$ cat config.mk
export PLATFORM = sky130hd
export DESIGN_NAME = display_mux
export DESIGN_NICKNAME = d
export VERILOG_FILES = /design/src/rtl/display_mux.sv
export SDC_FILE = /design/constraint.sdc
export NUM_CORES = 1
export LEC_CHECK = 0
export BUFFER_PORTS_ARGS = -buffer_cell sky130_fd_sc_hd__buf_4
export CORE_MARGIN = 2
export CORE_UTILIZATION = 50
export CTS_CLUSTER_SIZE = 24
export DETAILED_ROUTE_END_ITERATION = 8
export PLACE_DENSITY = 0.69
export SLEW_MARGIN = 20
export SYNTH_ARGS = -nofsm -noshare
export SYNTH_HDL_FRONTEND = slang
export SYNTH_SLANG_ARGS = --single-unit
$ cat constraint.sdc
create_clock -name clk -period 2.1 [get_ports clk]
set_input_delay 0.21 -clock clk [delete_from_list [all_inputs] [get_ports clk]]
set_output_delay 0.21 -clock clk [all_outputs]
set_load 0.05 [all_outputs]
$ cat src/rtl/display_mux.sv
// Two-digit time-multiplexer for a shared hex-to-7-seg decoder with a blanking gap before each digit.
// Optional leading-zero blanking of digit 1 is enabled by defining DISPLAY_MUX_LZB_EN.
module display_mux #(
    parameter int SHOW_CYCLES  = 50000,
    parameter int BLANK_CYCLES = 500,
    parameter int CNT_W        = 24
) (
    input  logic       clk,
    input  logic       reset,
    input  logic [3:0] s0,
    input  logic [3:0] s1,
    output logic [3:0] s,
    output logic [1:0] an,
    output logic       frame
);
    typedef enum logic [1:0] {BLANK0, SHOW0, BLANK1, SHOW1} state_t;

`ifdef DISPLAY_MUX_LZB_EN
    localparam bit LZB = 1'b1;
`else
    localparam bit LZB = 1'b0;
`endif

    state_t           state_q, state_d;
    logic [CNT_W-1:0] cnt_q, cnt_d;
    logic [3:0]       s_q, s_d;
    logic [1:0]       an_q, an_d;
    logic             frame_q, frame_d;
    logic             last;

    always_comb begin
        if (state_q == BLANK0 || state_q == BLANK1)
            last = (cnt_q == CNT_W'(BLANK_CYCLES - 1));
        else
            last = (cnt_q == CNT_W'(SHOW_CYCLES - 1));
    end

    // Outputs are computed one edge ahead so an/s/frame change with the state.
    always_comb begin
        state_d = state_q;
        cnt_d   = last ? '0 : cnt_q + CNT_W'(1);
        s_d     = s_q;
        an_d    = an_q;
        frame_d = 1'b0;
        case (state_q)
            BLANK0: begin
                s_d = s0;
                if (last) begin
                    state_d = SHOW0;
                    an_d    = 2'b10;
                end
            end
            SHOW0: begin
                if (last) begin
                    state_d = BLANK1;
                    an_d    = 2'b11;
                end
            end
            BLANK1: begin
                s_d = s1;
                if (last) begin
                    state_d = SHOW1;
                    an_d    = (LZB && s1 == 4'h0) ? 2'b11 : 2'b01;
                end
            end
            SHOW1: begin
                if (last) begin
                    state_d = BLANK0;
                    an_d    = 2'b11;
                    frame_d = 1'b1;
                end
            end
            default: state_d = BLANK0;
        endcase
    end

    always_ff @(posedge clk or posedge reset) begin
        if (reset) begin
            state_q <= BLANK0;
            cnt_q   <= '0;
            s_q     <= 4'h0;
            an_q    <= 2'b11;
            frame_q <= 1'b0;
        end else begin
            state_q <= state_d;
            cnt_q   <= cnt_d;
            s_q     <= s_d;
            an_q    <= an_d;
            frame_q <= frame_d;
        end
    end

    assign s     = s_q;
    assign an    = an_q;
    assign frame = frame_q;
endmodule
After elaboration in Yosys (flattened, before gate mapping)
Index checks and enable logic that the tools add are counted.
Storage, ports and cells
  bits of input ports: 10
  memory bits (writable): 0
  bits in read-only memories: 0
  memories kept: 0
  output and inout port bits: 7
  flip-flop bits (word level): 33
  latch bits: 0
Cells by class
  shifts and indexed selects: 0
  multipliers: 0
  bitwise operators: 0
  magnitude comparators: 0
  divide/modulo/power cells: 0
  multiplexer cells: 11
  eq/ne operators: 10
  $add $sub $neg: 1
  reductions and logical operators: 6
Operators with widths (number)
  24-bit by 1-bit adder with 24-bit output (second input constant): 1
  24-bit by 16-bit == test with 1-bit output (second input constant): 1
  24-bit by 9-bit == test with 1-bit output (second input constant): 1
  24-bit 2-to-1 mux: 1
  2-bit 2-to-1 mux: 4
  2-bit != test (second input constant): 4
  2-bit case mux with 4 select lines: 1
  4-bit case mux with 2 select lines: 1
  2-bit case mux with 3 select lines: 1
  2-bit == test (second input constant): 2
  4-bit AND reduction: 1
  1-bit 2-to-1 mux: 3
  3-bit AND reduction: 1
  2-bit by 1-bit == test with 1-bit output (second input constant): 1
  2-bit zero test: 1
  2-bit by 1-bit != test with 1-bit output (second input constant): 1
  2-bit nonzero test: 1
  2-bit OR reduction: 1
  1-bit logical OR: 1

Logic depth before layout (Yosys ltp)
  depth after elaboration: 5
  gate-level depth with buffers: 7
  depth with buffers taken out: 6

Worst setup path after synthesis
Ideal clock, no wire load.
  path type: reg2reg
  start point: reg cnt_q[0]
  end point: reg cnt_q[2]
  slack: 232 ps
  stages on the path, launching flop included: 7
  arrival time: 1746 ps
  path buffers: 1
  required time: 1977 ps
  path through: dfrtp_1 > ha_1 > or3b_1 > nor4_4 > o211a_4 > buf_12 > nor2_4
Between the ends
  word-level cells in the longest chain between the ends: 3
  elaborated cells between the ends (all ways): 5
Ends and longest elaborated chain
  from (decl): line 25  | logic [CNT_W-1:0] cnt_q, cnt_d;
  from (signal assigned): line 86  | cnt_q <= cnt_d;
  branches (longest 2 deep; another with 24-bit by 1-bit adder with 24-bit output)
  24-bit 2-to-1 mux (*): line 41  | cnt_d = last ? '0 : cnt_q + CNT_W'(1);
  net cnt_d[2]: line 25
Mark *: on every way through the listed nets, which the timed path passes.
A chain may end at the register's enable or synchronous reset.

Final worst setup path
  start point: reg cnt_q[0]
  end point: reg cnt_q[14]
The elaborated chain is that of the path after synthesis.

==> out/results.ini <==
[critical_path]
path_cells=ha_1 -> or3b_1 -> nor4_4 -> o211a_4 -> buf_12 -> a21oi_1
crit_slowest_cell=or3b_1
r2r_setup_slack_ps=170
cpPeakStageDelay_ps=400
critPathCaptureType=flip-flop
startpoint_type=flip-flop
crit_start=cnt_q[0]
cp.required_ps=2330
critPathArrivalTime_ps=2160
critPathKind=reg -> reg
timing.critical_path.buf_inv=1
r2r_start=cnt_q[0]
crit_fanout=11
critical_path.top_delay_family=simple AND/OR/NAND/NOR gates

[clocking]
cts-buffers-inserted=5
cts-root-buf=clkbuf_4
cts_tree=yes
clockBufferDepth=2
cts.sinks=33
clk_latency_ps=340
ctsResizeCount=0
htree_levels=2
clkTransAtPathRegs_ps=100

[detailed_routing]
drt-initial-drc-count=78
drcViolationCount=0
final_antenna_net_count=0
totalWireLength_mm=3.58
dr_total_vias=1355
vias_per_cell=5.62
post_drt_wl_per_cell_um=14.9
dr.pass1.iters=4

[final_layout]
final_net_count=211
antennaDiodeCount=0
n_fill_cell=292
layout-drive-gt1-share=0.241
syn_to_final_growth_pct=14.6
stdcell_count=241

[sta]
final.min_clock_period_ps=1930
relSlewSlack=0.728
fmax_ghz=0.517
fin_crit_sh=0.920
rsz0062_at_grt=no
finClkSkew_ps=9.89
setup_viol=0
worst_pin_slew_ps=403
drv_slew=0
hold_viol_final=0
setup-tns-final_ps=0

[yosys]
synth_top_area_cell=dfrtp_1
synth_top_area_share=0.424
syn-mean-instance-area_um2=10.8
synth-seq-cells=33
synth_warnings=0
syn-num-nets=186
synth_area_um2=1830
synth_edf_count=0
ys_seq_area_frac=0.453
synthCells=169
synth-main-ff-cell=dfrtp_1
synth.distinct_cells=37
synth_area_leaders=dfrtp_1 (42%), xor2_1 (6.7%), nor2_4 (4.9%)
async_flop_share=1.00

[run]
drv_cap=0

[global_route]
track_usage=0.199
grt_pass1_wl_mm=6.34
antenna_found_initial=0
grt_overflow=0
grt_pass1_vias=1334
grt_max_degree=34

[power_and_ir_drop]
p_leak_nw=0.944
irDropWorstVdd_v=0.000347
power-per-cell-area_nw_per_um2=495
power_mw=1.04

[place]
port_buffers=16
detailed_place_hpwl_mm=2.63
gp_congestion=0.803
dp_cells=232

[die]
die_area_um2=4160
die_width_um=64.5
initial_core_util=0.535
num_rows=21
core_um2=3420
io_pins=17
fp.dieH_um=64.5

[min_path]
hp-class=in -> reg
worstHoldStart=s1[1]

[outcome]
status=complete, no violations

==> metrics by stage <==
stage | hold slack (ps) | instance area, um2 | worst slack (ps) | util
after floorplan | 327 | 1830 | 232 | -
after global placement | 324 | 2030 | 214 | 0.595
after detailed placement | 332 | 2030 | 156 | 0.595
after CTS | 56.2 | 2090 | 155 | 0.613
after global routing | 70.6 | 2090 | 58.7 | 0.613
final | 66.6 | 2090 | 168 | 0.613
==> layout by cell type (no fill, tap or decap), drive strengths merged, types with 2 or more instances in the layout <==
cell | synthesis | layout
a21oi | 4 | 4
and2 | 3 | 3
and3 | 3 | 3
and4 | 5 | 5
buf | 3 | 24
clkbuf | 4 | 6
clkinv | 0 | 2
dfrtp | 31 | 31
dfstp | 2 | 2
ha | 7 | 7
inv | 7 | 7
mux2i | 5 | 5
nand2 | 18 | 18
nand3 | 7 | 7
nand4 | 5 | 5
nor2 | 13 | 13
nor3 | 5 | 5
nor4 | 6 | 6
o2111ai | 3 | 3
o211ai | 2 | 2
o21ai | 5 | 5
or4 | 3 | 3
xnor2 | 6 | 6
xor2 | 14 | 14
==> path summary, 6_finish.rpt <==
kind                        endpoint  depth (start not counted)
max                        cnt_q[14]                          6
max reg2reg                cnt_q[14]                          6
min                             s[1]                          3
max in group asynchronous      an[1]                          4
min reg2reg                 cnt_q[0]                          1
min in group asynchronous       s[1]                          4
==> cell families after synthesis <==
logic type,synth area share
buffers and inverters,0.0390
AND/OR/NAND/NOR,0.264
flip-flops,0.453
XOR/XNOR,0.0958
AO/OA/AOI/OAI,0.0732
multiplexers,0.0274
adder cells (fa/ha/maj),0.0479
==> repair_timing <==
item / 4_1_cts / 5_1_grt
buffers inserted: 0 / 0
hold endpoints to repair: 31 / 0
hold buffers: 1 / 0
==> worst register-to-register path, delay by kind of cell, from the launching register on <==
kind                       cells  cell delay [ps]
AOI/OAI and AO/OA              2              310
adders and majority gates      1              230
buffers and inverters          1              170
DFF                            1              390
and+or+nand+nor                2              730
==> synthesized netlist by cell type, types with 3 or more instances <==
cell type / instances
a21oi_1: 3
and3_1: 3
dfrtp_1: 31
o21ai_0: 5
xnor2_1: 6
nand4_1: 5
nor2_1: 4
mux2i_1: 5
inv_1: 7
o2111ai_1: 3
ha_1: 7
xor2_1: 14
nor4_1: 4
nor2_4: 8
nand2_1: 18
nand3_1: 7
clkbuf_1: 4
nor3_1: 5
and4_1: 5
and2_1: 3
==> flip-flops by register name, indices dropped and copies added (netlist names) <==
register	flops
an	2
s	4
cnt_q	24
frame	1
state_q	2
==> per-layer routing <==
metal,routed length [um],track usage,vias up,part of all wire
met5,0,0,-,0
met3,198,0.0573,5,0.055
li1,-,-,655,-
met1,1580,0.263,648,0.44
met2,1750,0.314,47,0.49
met4,54,0.0718,0,0.015
==> layout make-up <==
type / count / area, um2 / share of cell area
Multi-Input combinational cell: 122 / 928 / 0.443
Sequential cell: 33 / 828 / 0.395
Timing Repair Buffer: 25 / 203 / 0.0968
Tap cell: 46 / 57.6 / 0.0275
Clock buffer: 6 / 41.3 / 0.0197
Inverter: 7 / 26.3 / 0.0125
Clock inverter: 2 / 10.0 / 0.00478
==> power breakdown <==
group	total, mW	internal (mW)	switching (mW)
clock network	0.344	0.127	0.216
registers	0.641	0.639	0.00214
logic	0.0518	0.0202	0.0316
total	1.04	0.787	0.250
Power figures use the tool's default switching activity.
